<file path="config.mk">
export PLATFORM = sky130hd
export DESIGN_NAME = dragon_head_ctrl
export DESIGN_NICKNAME = d
export VERILOG_FILES = /design/src/rtl/dragon_head_ctrl.sv
export SDC_FILE = /design/constraint.sdc
export NUM_CORES = 1
export LEC_CHECK = 0
export ABC_AREA = 1
export BUFFER_PORTS_ARGS = -buffer_cell sky130_fd_sc_hd__buf_2
export CAP_MARGIN = 0
export CORE_ASPECT_RATIO = 2
export CORE_UTILIZATION = 54
export CTS_BUF_LIST = sky130_fd_sc_hd__clkbuf_8
export CTS_CLUSTER_SIZE = 20
export DETAILED_ROUTE_END_ITERATION = 12
export GPL_ROUTABILITY_DRIVEN = 0
export PLACE_DENSITY_LB_ADDON = 0.3
export SYNTH_ARGS = -nofsm -noshare
export SYNTH_HDL_FRONTEND = slang
export SYNTH_SLANG_ARGS = --single-unit
</file>
<file path="constraint.sdc">
create_clock -name clk -period 2.6 [get_ports clk]
set_input_delay 0 -clock clk [delete_from_list [all_inputs] [get_ports clk]]
set_output_delay 0 -clock clk [all_outputs]
set_load 0.03 [all_outputs]
</file>
<file path="src/rtl/dragon_head_ctrl.sv">
// dragon_head_ctrl: chases the target one tile per movement period and
// turns heal/hit events into one-cycle grow/shrink pulses for the body.
module dragon_head_ctrl #(
  parameter int         MOVE_PERIOD  = 10,
  parameter int         GRID_W       = 16,
  parameter int         GRID_H       = 12,
  parameter int         MAX_LEN      = 7,
  parameter int         HIT_COOLDOWN = 30,
  parameter logic [7:0] START_POS    = 8'h00
) (
  input  logic       clk,
  input  logic       reset,
  input  logic       vsync,
  input  logic [7:0] target_pos,
  input  logic       heal_req,
  input  logic       hit_req,
  output logic [9:0] dragon_head,
  output logic [5:0] movement_counter,
  output logic [1:0] length_update,
  output logic [2:0] length_count,
  output logic       invulnerable
);

  localparam logic [1:0] D_UP    = 2'd0;
  localparam logic [1:0] D_RIGHT = 2'd1;
  localparam logic [1:0] D_DOWN  = 2'd2;
  localparam logic [1:0] D_LEFT  = 2'd3;

  localparam logic [3:0] X_MAX   = 4'(GRID_W - 1);
  localparam logic [3:0] Y_MAX   = 4'(GRID_H - 1);
  localparam logic [5:0] MP      = 6'(MOVE_PERIOD);
  localparam logic [2:0] LEN_MAX = 3'(MAX_LEN);
  localparam logic [7:0] CD_LOAD = 8'(HIT_COOLDOWN);

  typedef enum logic [1:0] {
    IDLE,
    PULSE,
    COOLDOWN
  } state_t;

  state_t     state;
  logic       vsync_d;
  logic       heal_d;
  logic       hit_d;
  logic [7:0] cd_cnt;

  logic       frame_tick;
  logic       heal_edge;
  logic       hit_edge;
  logic       heal_ok;

  logic [1:0] orient;
  logic [3:0] hx;
  logic [3:0] hy;
  logic [3:0] tx;
  logic [3:0] ty;
  logic       dx_nz;
  logic       dy_nz;
  logic [1:0] xdir;
  logic [1:0] ydir;
  logic [1:0] want;
  logic [1:0] step_dir;
  logic       step_en;
  logic [3:0] nx;
  logic [3:0] ny;

  assign frame_tick = vsync & ~vsync_d;
  assign heal_edge  = heal_req & ~heal_d;
  assign hit_edge   = hit_req & ~hit_d;
  assign heal_ok    = heal_edge && (length_count != LEN_MAX);

  assign orient = dragon_head[9:8];
  assign hx     = dragon_head[7:4];
  assign hy     = dragon_head[3:0];

  assign tx = (target_pos[7:4] > X_MAX) ? X_MAX : target_pos[7:4];
  assign ty = (target_pos[3:0] > Y_MAX) ? Y_MAX : target_pos[3:0];

  assign dx_nz = (hx != tx);
  assign dy_nz = (hy != ty);
  assign xdir  = (tx > hx) ? D_RIGHT : D_LEFT;
  assign ydir  = (ty > hy) ? D_DOWN : D_UP;
  assign want  = dx_nz ? xdir : ydir;

  function automatic logic fits(input logic [1:0] d,
                                input logic [3:0] x,
                                input logic [3:0] y);
    logic ok;
    unique case (d)
      D_UP:    ok = (y != 4'd0);
      D_RIGHT: ok = (x < X_MAX);
      D_DOWN:  ok = (y < Y_MAX);
      default: ok = (x != 4'd0);
    endcase
    return ok;
  endfunction

  // pick the step direction, avoiding a reversal onto the body
  always_comb begin
    step_dir = orient;
    step_en  = 1'b0;
    if (dx_nz | dy_nz) begin
      if (want != (orient ^ 2'b10)) begin
        step_dir = want;
        step_en  = 1'b1;
      end else if (dx_nz & dy_nz) begin
        step_dir = ydir;
        step_en  = 1'b1;
      end else if (fits(orient + 2'd1, hx, hy)) begin
        step_dir = orient + 2'd1;
        step_en  = 1'b1;
      end else if (fits(orient - 2'd1, hx, hy)) begin
        step_dir = orient - 2'd1;
        step_en  = 1'b1;
      end
    end
  end

  // next tile for the chosen direction
  always_comb begin
    nx = hx;
    ny = hy;
    unique case (step_dir)
      D_UP:    ny = hy - 4'd1;
      D_RIGHT: nx = hx + 4'd1;
      D_DOWN:  ny = hy + 4'd1;
      D_LEFT:  nx = hx - 4'd1;
    endcase
  end

  // frame counter and head step on the wrapping tick
  always_ff @(posedge clk) begin
    if (!reset) begin
      vsync_d          <= 1'b0;
      movement_counter <= '0;
      dragon_head      <= {D_RIGHT, START_POS};
    end else begin
      vsync_d <= vsync;
      if (frame_tick) begin
        if (movement_counter == MP) begin
          movement_counter <= '0;
          if (step_en) begin
            dragon_head <= {step_dir, nx, ny};
          end
        end else begin
          movement_counter <= movement_counter + 6'd1;
        end
      end
    end
  end

  // length FSM: grow/shrink pulses and hit cooldown
  always_ff @(posedge clk) begin
    if (!reset) begin
      state         <= IDLE;
      heal_d        <= 1'b0;
      hit_d         <= 1'b0;
      length_update <= 2'b00;
      length_count  <= '0;
      invulnerable  <= 1'b0;
      cd_cnt        <= '0;
    end else begin
      heal_d        <= heal_req;
      hit_d         <= hit_req;
      length_update <= 2'b00;
      if (invulnerable && frame_tick && cd_cnt != 8'd0) begin
        cd_cnt <= cd_cnt - 8'd1;
      end
      unique case (state)
        IDLE: begin
          if (hit_edge) begin
            invulnerable <= 1'b1;
            cd_cnt       <= CD_LOAD;
            if (length_count != 3'd0) begin
              length_update <= 2'b10;
              length_count  <= length_count - 3'd1;
              state         <= PULSE;
            end else begin
              state <= COOLDOWN;
            end
          end else if (heal_ok) begin
            length_update <= 2'b01;
            length_count  <= length_count + 3'd1;
            state         <= PULSE;
          end
        end
        PULSE: begin
          state <= invulnerable ? COOLDOWN : IDLE;
        end
        COOLDOWN: begin
          if (heal_ok) begin
            length_update <= 2'b01;
            length_count  <= length_count + 3'd1;
            state         <= PULSE;
          end else if (cd_cnt == 8'd0) begin
            state <= IDLE;
          end
          if (cd_cnt == 8'd0) begin
            invulnerable <= 1'b0;
          end
        end
        default: state <= IDLE;
      endcase
    end
  end

endmodule

</file>
# --- Word level (Yosys, flattened, before mapping) ---
# Index checks and enable logic that the tools add are counted.
classes:
  muxes: 48
  n_lt_le_gt_ge: 6
  div: 0
  n_eq_ne: 19
  addsub: 10
  shifts: 0
  bitwise: 9
  mul: 0
  n_reduce_logical: 21
op_table:
  columns: ["op", "n"]
  rows:
  - ["2-bit two-way mux", 16]
  - ["8-bit two-way mux", 3]
  - ["4-bit case mux with 2 select lines", 2]
  - ["1-bit two-way mux", 15]
  - ["3-bit != test (second input constant)", 4]
  - ["2-bit == test (second input constant)", 5]
  - ["3-bit two-way mux", 3]
  - ["4-bit by 1-bit adder with 4-bit output (second input constant)", 2]
  - ["2-bit by 1-bit == test with 1-bit output (second input constant)", 4]
  - ["4-bit greater-than comparator", 2]
  - ["4-bit greater-than comparator (second input constant)", 2]
  - ["2-bit zero test", 4]
  - ["8-bit zero test", 1]
  - ["4-bit less-than comparator (second input constant)", 2]
  - ["4-bit two-way mux", 2]
  - ["4-bit != test", 2]
  - ["4-bit AND reduction", 2]
  - ["4-bit nonzero test", 2]
  - ["8-bit nonzero test", 1]
  - ["4-bit by 1-bit subtractor with 4-bit output (second input constant)", 2]
  - ["8-bit by 1-bit subtractor with 8-bit output (second input constant)", 1]
  - ["6-bit by 1-bit adder with 6-bit output (second input constant)", 1]
  - ["6-bit by 4-bit == test with 1-bit output (second input constant)", 1]
  - ["6-bit two-way mux", 1]
  - ["19 further kinds", 33]
word_totals:
  ram_bits: 0
  memories: 0
  wordCells: 125
  output_inout_bits: 22
  latch_bits: 0
  in_bits: 13
  mem_bits_ro: 0
  reg_bits: 35

# --- Depth between registers and ports, before layout ---
logic_depth:
  ltp_word: 20
  ltp_mapped: 25
  mapped_depth_nobuf: 25

# --- Worst setup path before layout ---
# OpenSTA, ideal clock, no wires.
synth_path:
  kind: "reg2reg"
  from: "register dragon_head[5]"
  to: "register dragon_head[3]"
  synth_period_minus_slack_ps: 3137
  t_required_ps: 2479
  t_arrival_ps: 3016
  n_path_buf: 0
  setup_ps: 121
  slack_ps: -537
  stages_incl_launch_ff: 20
  cell_sequence: "dfxtp_1 -> inv_1 -> ha_1 -> nand2_1 -> nor2_4 -> nor2_2 -> nand2_2 -> nand2_2 -> nand2_4 -> nand2_1 -> o22ai_1 -> a21oi_4 -> inv_2 -> nand2_1 -> ha_1 -> a21oi_1 -> o21ai_0 -> xnor2_1 -> nor3b_1 -> nor3_1"
synth_via:
  elab_chain_len: 14
  word_cells_on_any_way: 33
  classes_between: "order compare: 2; eq/ne: 3; mux: 22; bitwise: 2; reduce/logical: 4"
synth_rtl:
  columns: ["element", "line_no", "source"]
  rows:
  - ["from (decl)", "17", "output logic [9:0] dragon_head,"]
  - ["from (signal assigned)", "136", "dragon_head <= {D_RIGHT, START_POS};"]
  - ["from (signal assigned)", "143", "dragon_head <= {step_dir, nx, ny};"]
  - ["4-bit less-than comparator / 4-bit nonzero test (equally long branches)", "91, 93", null]
  - ["1-bit case mux with 3 select lines", "89", "unique case (d)"]
  - ["1-bit two-way mux", "109", "end else if (fits(orient + 2'd1, hx, hy)) begin"]
  - ["1-bit two-way mux", "106", "end else if (dx_nz & dy_nz) begin"]
  - ["1-bit two-way mux", "103", "if (want != (orient ^ 2'b10)) begin"]
  - ["1-bit two-way mux", "102", "if (dx_nz | dy_nz) begin"]
  - ["2-bit two-way mux", "112", "end else if (fits(orient - 2'd1, hx, hy)) begin"]
  - ["2-bit two-way mux", "109", null]
  - ["2-bit two-way mux", "106", null]
  - ["2-bit two-way mux", "103", null]
  - ["2-bit two-way mux", "102", null]
  - ["2-bit == test / 2-bit zero test (equally long branches)", "123", "unique case (step_dir)"]
  - ["2-bit nonzero test (no source line)", null, null]
  - ["4-bit AND reduction (no source line)", null, null]
# Parallel ways exist; a longest one is shown, timed or not. The select of a mux whose other input is x is not followed.
# A chain may end at the register's enable or synchronous reset.

# --- Final worst setup path ---
layout_path:
  from: "register dragon_head[7]"
  to: "register dragon_head[3]"
# Same word-level chain as after synthesis.

==> flow_summary.toml <==
[global_route]
grt_pass1_wl_microns = 9600
grt_max_degree = 20
antenna_found_initial = 0
grt_usage = 0.251
grt_pass1_vias = 2383
grt_overflow = 0

[critical_path]
critical_path.max_fanout = 3
reg2reg_setup_slack_ns = -0.08
worst-setup-path-type = "reg2reg"
crit_arrival_ns = 2.88
critPathMaxStageDelay_ns = 0.36
slowest_stage = "dfxtp_4"
worst-path-buf-inv = 2
critical_path.startpoint = "dragon_head[7]$_SDFFE_PN0P_"
worstSetupEndpointType = "register"
start_kind = "register"
crit_top_cell = "nand2_4"
reg2reg_depth = 18
r2r-end = "dragon_head[3]$_SDFFE_PN0P_"
critPathTopFamily = "simple AND/OR/NAND/NOR gates"
required_ns = 2.80
r2r_start = "dragon_head[7]$_SDFFE_PN0P_"
crit_chain = "inv_4 > ha_4 > nand4_1 > nor2_1 > nand2_2 > nand2_4 > nand2_4 > nand2_1 > o22ai_2 > a21oi_4 > inv_2 > nand2_4 > ha_4 > a21oi_2 > o21ai_2 > xnor2_1 > nor3b_2 > nor3_1"

[drt]
wl_met1_microns = 2180
routedWlPerCell_microns = 13.0
viasPerCell = 5.39
wl_microns = 6050
vias = 2518
highest_layer = "met4"
drtPass1Iterations = 4
wl_met2_microns = 3470
antenna_left = 0
drt_iter0_drc = 82
wl_met3_microns = 156
drc_errors = 0

[logic_synthesis]
synth_top_area_share = 0.289
ys_warn_count = 0
yosys.area.top_type = "dfxtp_1"
syn_avg_cell_area_sq_um = 7.14
synthDistinctLibCells = 40
synth_area_sq_um = 2430
ys.flop_type = "dfxtp_1"
synth_seq_cells = 35
postSynthCellCount = 340
synth_edf_count = 0
synth_area_leaders = "dfxtp_1 (29%), ha_1 (13%), nand2_1 (10%)"
async_reset_ff_frac = 0
yosysSeqAreaShare = 0.289
synth_nets = 379

[die]
die_h_microns = 96.8
row_count = 34
core_sq_um = 4340
initial_core_util = 0.559
die_w_microns = 49.4
die_area_sq_um = 4780
ios = 35

[layout]
area_growth_pct = 33.6
layout.nets = 451
antenna_cells_inserted = 0
fin_cells = 467
drive_above_1_share = 0.339

[pwr]
max-vdd-ir-drop_mv = 0.315
p_leak_uw = 0.00163
powerDensity_nw_per_um2 = 442
power_uw = 1430

[clocking]
clkTransAtPathRegs_ns = 0.08
cts.sinks = 35
cts_tree = "done"
clockRootBuffer = "clkbuf_8"
cts_made_buffers = 5
clockBufferDepth = 2
worstSkewPairLatency_ns = 0.28
h-tree-depth = 2

[run]
cap_viol_max_count = 0

[sta]
fin_crit_ns = 2.68
worst_clock_skew_ns = 0.00955
fin_crit_sh = 1.03
drv_slew = 0
fin_hold_ws_ns = 0.115
tns_ns = -0.127
fmax_ghz = 0.373
worst_pin_slew_ns = 0.556
max_slew_margin = 0.625
grt_setup_unrepaired = "true"
hold_viol_final = 0
final-setup-viol-count = 4
setup_ws_ns = -0.0844

[placed_design]
pre_cts_ws_ns = -0.0943
hpwl_microns = 4470
dp_cells = 445
portBuffers = 34

[worst_hold_path]
worstHoldStart = "reset"
hold-path-cell-count = 2
hold_path_end = "dragon_head[8]$_SDFFE_PN1P_"
hold_class = "in2reg"

[outcome]
status = "finished with violations"
violations = "setup timing"
-- cell families (layout without fill, tap and decap cells) --
family                     Yosys count  in the layout  synth area share
and+or+nand+nor                    148            148             0.301
adders and majority gates           26             26             0.137
buffers and inverters               65            138             0.101
DFF                                 35             35             0.289
AOI/OAI and AO/OA                   57             57             0.141
xor gates and xnor gates             9              9            0.0325
-- worst max-delay path by stage --
| stage | cells past startpoint | slack (ns) | endpoint |
|---|---|---|---|
| detailed placement | 19 | -0.09 | dragon_head[3]$_SDFFE_PN0P_ |
| floorplan | 20 | -0.11 | dragon_head[3]$_SDFFE_PN0P_ |
| finish | 18 | -0.08 | dragon_head[3]$_SDFFE_PN0P_ |
| global route | 19 | -0.24 | dragon_head[3]$_SDFFE_PN0P_ |
| global placement | 23 | 0.01 | dragon_head[6]$_SDFFE_PN0P_ |
| CTS | 19 | -0.05 | dragon_head[3]$_SDFFE_PN0P_ |
-- layout make-up --
class                           instances  area [sq um]
Inverter                               62           240
Multi-Input combinational cell        240          1680
Clock inverter                          2          8.76
Timing Repair Buffer                   68           437
Sequential cell                        35           728
Tap cell                               54          67.6
Clock buffer                            6          82.6
Fill cell                             365          1100
-- power breakdown --
part           total [uW]  switching (uW)  internal (uW)
sequential            602            31.1            571
clock                 404             194            210
combinational         426             260            167
total                1430             484            947
-- per-layer routing --
metal / GRT usage / vias to the layer above
met5: 0 / -
met1: 0.241 / 1182
met3: 0.0204 / 25
met4: 0.138 / 0
met2: 0.492 / 63
li1: - / 1248
-- registers in the layout, indices dropped and copies added (netlist names) --
name / flops
hit_d: 1
dragon_head: 10
length_update: 2
state: 2
heal_d: 1
length_count: 3
cd_cnt: 8
vsync_d: 1
movement_counter: 6
invulnerable: 1
-- worst reg2reg max path, stage by stage, from the launching register on --
cell	delay (ns)
dfxtp_4	0.36
inv_4	0.04
ha_4	0.27
nand4_1	0.16
nor2_1	0.17
nand2_2	0.11
nand2_4	0.10
nand2_4	0.06
nand2_1	0.07
o22ai_2	0.09
a21oi_4	0.17
inv_2	0.06
nand2_4	0.07
ha_4	0.20
a21oi_2	0.14
o21ai_2	0.07
xnor2_1	0.13
nor3b_2	0.15
nor3_1	0.17
-- metrics by stage --
| stage | util | instance area, sq um |
|---|---|---|
| 6_report | 0.747 | 3240 |
| 5_1_grt | 0.747 | 3240 |
| 4_1_cts | 0.725 | 3150 |
| 3_5_place_dp | 0.683 | 2960 |
| 3_3_place_gp | 0.683 | 2960 |
| 2_1_floorplan | - | 2580 |
-- cell usage after synthesis (3+ instances only) --
cell      number
inv_2          3
ha_1          25
clkbuf_1       3
nand3_1       18
nor2_1        26
o21ai_0       12
nor3_2         3
nand4_1        6
dfxtp_1       35
o21ai_1        5
xor2_1         5
inv_1         58
a211oi_1       3
xnor2_1        4
a21oi_1       22
nor2_4         4
nand2_1       65
nand2_2        8
nor3_1         8
-- layout by cell type (no fill, tap or decap), types with 2 or more instances in the layout --
cell type	count
dlygate4sd3_1	3
buf_4	30
dfxtp_2	4
nand2_1	57
o211ai_1	2
nand2_2	11
nor3_2	3
inv_1	53
o31ai_1	2
inv_4	3
nor2_1	23
nor3_1	8
o21ai_0	10
buf_2	34
o21ai_1	6
dfxtp_1	25
nand4_1	6
nor2_2	4
a21oi_1	20
a221oi_1	2
inv_2	6
xor2_1	5
ha_1	17
nand2_4	6
ha_4	7
xnor2_1	4
a211oi_1	3
a21oi_2	2
clkbuf_8	6
nand3_4	2
nand3_1	17
nor2_4	5
dfxtp_4	6
-- timing repair --
item	4_1_cts	5_1_grt
cloned	0	0
setup endpoints to repair	2	6
pin swaps	14	13
endpoints found under the hold margin	3	0
buffers inserted	6	5
resized for setup	4	16
hold buffers	3	0
Power figures use the tool's default switching activity.
